--- src/rtl/bomba_pkg.sv ---
// Shared types and widths for the bomb-clock game controller.
package bomba_pkg;

    localparam int TEMPO_W = 7;
    localparam int ERROS_W = 3;

    typedef enum logic [2:0] {
        E_OCIOSA    = 3'd0,
        E_ARMADA_A  = 3'd1,
        E_ARMADA_B  = 3'd2,
        E_DESARMADA = 3'd3,
        E_EXPLODIDA = 3'd4
    } estado_t;

    // Seconds remaining after removing b, clamped at zero.
    function automatic logic [TEMPO_W-1:0] sub_sat(input logic [31:0] a, input logic [31:0] b);
        return (a > b) ? TEMPO_W'(a - b) : '0;
    endfunction

endpackage

--- src/rtl/sincroniza_borda.sv ---
// Two-flop synchronizer for an asynchronous button level plus a one-cycle rising-edge pulse.
module sincroniza_borda (
    input  logic CLK,
    input  logic RESET,
    input  logic i_d,
    output logic o_pulso
);

    logic r_meta;
    logic r_sync;
    logic r_ant;

    always_ff @(posedge CLK or posedge RESET) begin
        if (RESET) begin
            r_meta <= 1'b0;
            r_sync <= 1'b0;
            r_ant  <= 1'b0;
        end else begin
            r_meta <= i_d;
            r_sync <= r_meta;
            r_ant  <= r_sync;
        end
    end

    assign o_pulso = r_sync & ~r_ant;

endmodule

--- src/rtl/controle_bomba.sv ---
// Bomb-clock game controller: arm/disarm FSM, seconds countdown, wrong-attempt counter.
module controle_bomba
    import bomba_pkg::*;
#(
    parameter int CLK_HZ        = 50_000_000,
    parameter int TEMPO_INICIAL = 60,
    parameter int MAX_ERROS     = 3,
    parameter int PENALIDADE    = 5
) (
    input  logic               CLK,
    input  logic               RESET,
    input  logic               START,
    input  logic               ENTER,
    input  logic               ACERTOU_SENHA_A,
    input  logic               ACERTOU_SENHA_B,
    output logic               ENABLE,
    output logic [TEMPO_W-1:0] TEMPO,
    output logic [ERROS_W-1:0] ERROS,
    output logic               FASE_B,
    output logic               DESARMADA,
    output logic               EXPLODIU
);

    localparam int                 PW        = (CLK_HZ > 1) ? $clog2(CLK_HZ) : 1;
    localparam logic [PW-1:0]      PRESC_MAX = PW'(CLK_HZ - 1);
    localparam logic [TEMPO_W-1:0] TEMPO_RST = TEMPO_W'(TEMPO_INICIAL);
    localparam logic [ERROS_W-1:0] ERROS_LIM = ERROS_W'(MAX_ERROS);

    estado_t            r_estado;
    estado_t            w_prox;
    logic [TEMPO_W-1:0] r_tempo;
    logic [TEMPO_W-1:0] w_tempo_novo;
    logic [ERROS_W-1:0] r_erros;
    logic [ERROS_W-1:0] w_erros_novo;
    logic [PW-1:0]      r_presc;
    logic [31:0]        w_desconto;
    logic               r_avaliar;
    logic               w_start_p;
    logic               w_enter_p;
    logic               w_armada;
    logic               w_tick;
    logic               w_acerto;
    logic               w_erro;

    sincroniza_borda u_sync_start (
        .CLK    (CLK),
        .RESET  (RESET),
        .i_d    (START),
        .o_pulso(w_start_p)
    );

    sincroniza_borda u_sync_enter (
        .CLK    (CLK),
        .RESET  (RESET),
        .i_d    (ENTER),
        .o_pulso(w_enter_p)
    );

    always_comb begin
        w_armada     = (r_estado == E_ARMADA_A) || (r_estado == E_ARMADA_B);
        w_tick       = w_armada && (r_presc == PRESC_MAX);
        w_acerto     = r_avaliar && (((r_estado == E_ARMADA_A) && ACERTOU_SENHA_A) ||
                                     ((r_estado == E_ARMADA_B) && ACERTOU_SENHA_B));
        w_erro       = r_avaliar && w_armada && !w_acerto;
        // Penalty and the per-second tick combine into one saturating subtraction.
        w_desconto   = (w_erro ? 32'(PENALIDADE) : 32'd0) + (w_tick ? 32'd1 : 32'd0);
        w_tempo_novo = sub_sat(32'(r_tempo), w_desconto);
        w_erros_novo = r_erros + ERROS_W'(w_erro);
    end

    always_comb begin
        w_prox = r_estado;
        case (r_estado)
            E_OCIOSA: begin
                if (w_start_p) w_prox = E_ARMADA_A;
            end
            E_ARMADA_A, E_ARMADA_B: begin
                // A countdown that reached zero on the previous edge explodes now.
                if (r_tempo == '0)
                    w_prox = E_EXPLODIDA;
                else if (w_acerto)
                    w_prox = (r_estado == E_ARMADA_A) ? E_ARMADA_B : E_DESARMADA;
                else if (w_erro && ((w_erros_novo == ERROS_LIM) || (w_tempo_novo == '0)))
                    w_prox = E_EXPLODIDA;
            end
            default: w_prox = r_estado;
        endcase
    end

    always_ff @(posedge CLK or posedge RESET) begin
        if (RESET) begin
            r_estado  <= E_OCIOSA;
            r_tempo   <= TEMPO_RST;
            r_erros   <= '0;
            r_presc   <= '0;
            r_avaliar <= 1'b0;
            ENABLE    <= 1'b0;
            FASE_B    <= 1'b0;
            DESARMADA <= 1'b0;
            EXPLODIU  <= 1'b0;
        end else begin
            r_avaliar <= w_enter_p;
            r_estado  <= w_prox;
            ENABLE    <= (w_prox == E_ARMADA_A) || (w_prox == E_ARMADA_B);
            FASE_B    <= (w_prox == E_ARMADA_B);
            DESARMADA <= (w_prox == E_DESARMADA);
            EXPLODIU  <= (w_prox == E_EXPLODIDA);
            if ((r_estado == E_OCIOSA) && w_start_p) begin
                r_tempo <= TEMPO_RST;
                r_erros <= '0;
                r_presc <= '0;
            end else if (w_armada) begin
                r_tempo <= w_tempo_novo;
                r_erros <= w_erros_novo;
                r_presc <= w_tick ? '0 : r_presc + 1'b1;
            end
        end
    end

    assign TEMPO = r_tempo;
    assign ERROS = r_erros;

endmodule

--- config.mk ---
export PLATFORM = sky130hd
export DESIGN_NAME = controle_bomba
export DESIGN_NICKNAME = d
export VERILOG_FILES = /design/src/rtl/bomba_pkg.sv /design/src/rtl/sincroniza_borda.sv /design/src/rtl/controle_bomba.sv
export SDC_FILE = /design/constraint.sdc
export NUM_CORES = 1
export LEC_CHECK = 0
export CORE_ASPECT_RATIO = 0.7
export CORE_MARGIN = 1.5
export CORE_UTILIZATION = 35
export DETAILED_ROUTE_END_ITERATION = 12
export PLACE_DENSITY = 0.56
export SKIP_LAST_GASP = 1
export SLEW_MARGIN = 20
export SYNTH_ARGS = -nofsm -noshare
export SYNTH_HDL_FRONTEND = slang
export SYNTH_HIERARCHICAL = 1
export SYNTH_SLANG_ARGS = --single-unit
--- constraint.sdc ---
create_clock -name CLK -period 8.7 [get_ports CLK]
set_clock_uncertainty 0.05 [all_clocks]
set_input_delay 1.74 -clock CLK [delete_from_list [all_inputs] [get_ports CLK]]
set_output_delay 1.74 -clock CLK [all_outputs]
set_load 0.005 [all_outputs]
==> summary by stage <==
Die
The number of rows in the core area is 26. The area of the placeable core is 0.007482 mm2. From bottom edge to top edge, the die measures 77.59 um. The initial utilization of the core area, before any placement, comes to 0.3717. For this design the top-level I/O count stands at 20. The die width is 109.6 um.

The area of the die is 0.008499 mm2.

Route
The wire length per cell after detailed routing is 14.92 um. The post-route antenna net violation count is 0. In this run, the number of DRC markers left after iteration 0 of detailed routing was 142. The first-pass detailed-route iteration total is 4. The number of remaining DRC errors is 0. The routed layout has 2072 vias. In the routed layout, each cell is associated on average with a via count of 5.129. The total routed wirelength is 6.027 mm.

Clock tree
No sink is reached through more buffers than the 2 on the longest clock path. The H-tree generated during clock tree synthesis spans 2 levels. Buffers inserted during clock tree synthesis total 5.

The clock sink count is 50. The setup fix buffers added after clock tree synthesis is 0. The CTS tree is yes. The clock-pin transition on the worst setup and hold timing paths is 70 ps. The clock network latency to the later pin of the worst-skew pair is 280 ps. The number of resized instances in the post-cts repair step is 0. The root buffer cell chosen for the clock tree is clkbuf_16. The number of hold buffers added after CTS was 0.

Setup path
For flop-to-flop paths, the worst setup slack is 4610 ps. STA puts the critical path data required time at 8880 ps. The cell family contributing the most delay on the critical path is adder cells. The cell with the biggest individual delay on the critical path is clkdlybuf4s50_1. The largest single stage delay on the critical path is 520 ps. Of all nets on the critical path, the largest fanout is 4. The nature of the critical path endpoint is a flop. Counting cells, the worst reg-to-reg path comes to 12. In this run the number of cells on the critical path is 13. The arrival time reported for the critical path endpoint is 5030 ps. The signal on the critical path passes through clkdlybuf4s50_1 -> nor3b_1 -> o21ai_0 -> inv_1 -> ha_1 -> ha_1 -> fa_1 -> nor2b_1 -> nor4b_2 -> xnor2_1 -> nand4_1 -> a41oi_1 -> and2_1. In this run the critical register-to-register path is captured at EXPLODIU. The origin of the critical flop-to-flop path is r_estado[1]. The category of the critical setup timing path is in -> reg. Counting both buffers and inverters, the worst setup path holds a total of 2. The worst setup path is launched from an input pin. Counting stages on the worst path, the most repeated cell is ha_1.

Synthesis
For this run, the leading register cell type out of synthesis is dfrtp_1. The synthesized area per cell is 9.725 um2. Of the synthesized area, sequential elements account for 0.4516.

Of all cell types, the one taking the most synthesized area is dfrtp_1. The total of flip-flops plus latches after synthesis is 50. After synthesis the cells add up to 0.002781 mm2.

The number of nets in the synthesized netlist is 301. The count of flip-flops with a built-in enable after synthesis is 0. During synthesis, Yosys emitted a total of 6 warnings. The number of different library cells used by synthesis comes to 59. Sorting the synthesized cells by area gives the leading types as dfrtp_1 (41%), nor2_1 (5.0%), xnor2_1 (4.1%). The proportion of synthesized flip-flops having asynchronous set or reset is 1.000. The fraction of synthesized cell area taken by the top area cell type is 0.4139. The cell count after synthesis is 286.

Place
The sum of net half-perimeters after detailed placement is 4.360 mm. The placer's final routability congestion estimate is 0.7797. During placement, the flow inserted port buffers numbering 19.

Global route
The number of antenna violations at the first check in global routing was 0. The number of global-route vias before repair is 1942. The first global-routing pass estimated 10.38 mm of wire. The total track usage is 0.1598.

For this run the aggregate overflow at the end of global routing stands at 0. The maximum number of pins on one net before global-route repair is 45.

Power
The power density normalized to cell area is 142.7 mW/mm2. The sum of internal, switching and leakage power is 0.4595 mW. The maximum vdd drop is 0.1094 mV. For this design the static power due to leakage is 1.438 nW.

Run status
The run finished with clean final reports.

Finish
The library cell used most frequently in the layout, excluding fill and tap cells, is dfrtp_1. The total number of nets in the final design is 320. The fraction of layout cells with a size suffix above 1 is 0.1013. Compared with the post-synthesis result, the final layout area differs by 15.79%.

The repair_antennas step left the layout with diodes totalling 0. In the layout the commonest cells are dfrtp_1 (46), nor2_1 (37), nand2_1 (25).

Hold path
The worst-case hold path end point is u_sync_enter/r_sync. The start point of the worst min-delay path is u_sync_enter/r_meta. The worst min-delay path category is reg -> reg. The worst hold path passes through 0 cells.

Timing
The worst relative slew slack is 0.5550. The sum of negative setup slack is 0 ps. The number of hold violations in the final report came to 0. Setup repair after global routing left no endpoint under its margin. For the finished layout, the period the worst path requires is 4859 ps. For the pin with the worst max-slew slack, the measured transition is 665.8 ps. The share of the clock period used by the worst path after layout is 0.5585.

The final worst hold slack is 302.8 ps. The final setup violation count is 0. The maximum frequency from static timing analysis is 205.8 MHz.

The number of slew-limit violations in the final report is 0.

Job
Max-cap violations in this run came to 0.
## worst max path at each step
stage	slack [ps]	from	to
2_1_floorplan	4540	ACERTOU_SENHA_A	EXPLODIU
3_3_place_gp	3700	ACERTOU_SENHA_B	EXPLODIU
3_5_place_dp	3600	ACERTOU_SENHA_B	EXPLODIU
4_1_cts	3900	ACERTOU_SENHA_B	DESARMADA
5_1_grt	3550	ACERTOU_SENHA_B	EXPLODIU
6_report	3840	ACERTOU_SENHA_B	EXPLODIU
## cells in the mapped netlist, drive strengths merged (4+ instances only)
| master | n |
|---|---|
| buf | 5 |
| xor2 | 13 |
| ha | 8 |
| and3 | 8 |
| nor2 | 37 |
| clkbuf | 4 |
| o21ai | 9 |
| inv | 12 |
| a21oi | 11 |
| dfrtp | 46 |
| nand4 | 5 |
| nand2 | 25 |
| dfstp | 4 |
| or3 | 4 |
| and2 | 4 |
| nor3 | 8 |
| xnor2 | 13 |
| nand3 | 19 |
| nor2b | 6 |
| nor4b | 6 |
## sequential cells by signal, indices dropped and copies added, names as in the netlist
signal	flops
EXPLODIU	1
u_sync_start/r_ant	1
u_sync_enter/r_ant	1
r_presc	26
r_estado	3
u_sync_enter/r_sync	1
r_avaliar	1
u_sync_enter/r_meta	1
DESARMADA	1
ERROS	3
ENABLE	1
u_sync_start/r_meta	1
TEMPO	7
FASE_B	1
u_sync_start/r_sync	1
## cell families (layout without fill, tap and decap cells)
group	after synthesis	in the layout	share of synthesized area
simple gates	141	141	0.2839
flops	50	50	0.4516
compound gates	38	38	0.09987
xor+xnor	26	26	0.08187
buf+inv	21	41	0.03599
fa+ha+maj	9	9	0.04319
mux	1	1	0.003599
## per-layer routing
| metal | vias up | global-route usage | wire length [um] |
|---|---|---|---|
| met5 | - | 0 | 0 |
| met4 | 0 | 0.04286 | 62 |
| met3 | 5 | 0.03866 | 244 |
| met2 | 38 | 0.1845 | 2190 |
| met1 | 994 | 0.2757 | 3530 |
| li1 | 1035 | - | - |
## where the power goes
part | internal, mW | switching, mW | leakage (nW) | total (mW)
registers | 0.234 | 0.00103 | 0.638 | 0.235
logic | 0.00336 | 0.00582 | 0.716 | 0.00918
clock network | 0.130 | 0.0848 | 0.0832 | 0.215
## worst reg2reg max path: cells and delay by family (launching register included)
kind / cells / cell delay [ps]
and+or+nand+nor: 6 / 1720
adders and majority gates: 3 / 890
DFF: 1 / 600
xor gates and xnor gates: 2 / 400
AOI/OAI and AO/OA: 1 / 360
## final cells by class
class	instances	area (um2)
Inverter	12	45.04
Sequential cell	50	1256
Fill cell	760	4262
Multi-Input combinational cell	215	1425
Tap cell	98	122.6
Clock buffer	8	166.4
Timing Repair Buffer	21	205.2
## stage by stage
step	utilization	setup slack (ps)	cell area, um2	cells
final	0.4304	3841	3221	404
after global routing	0.4304	3549	3221	404
after CTS	0.4304	3897	3221	404
after detailed placement	0.4082	3598	3054	396
after global placement	0.4082	3704	3054	396
after floorplan	-	4543	2781	286
Note: power is estimated with default switching activity, not from simulation.
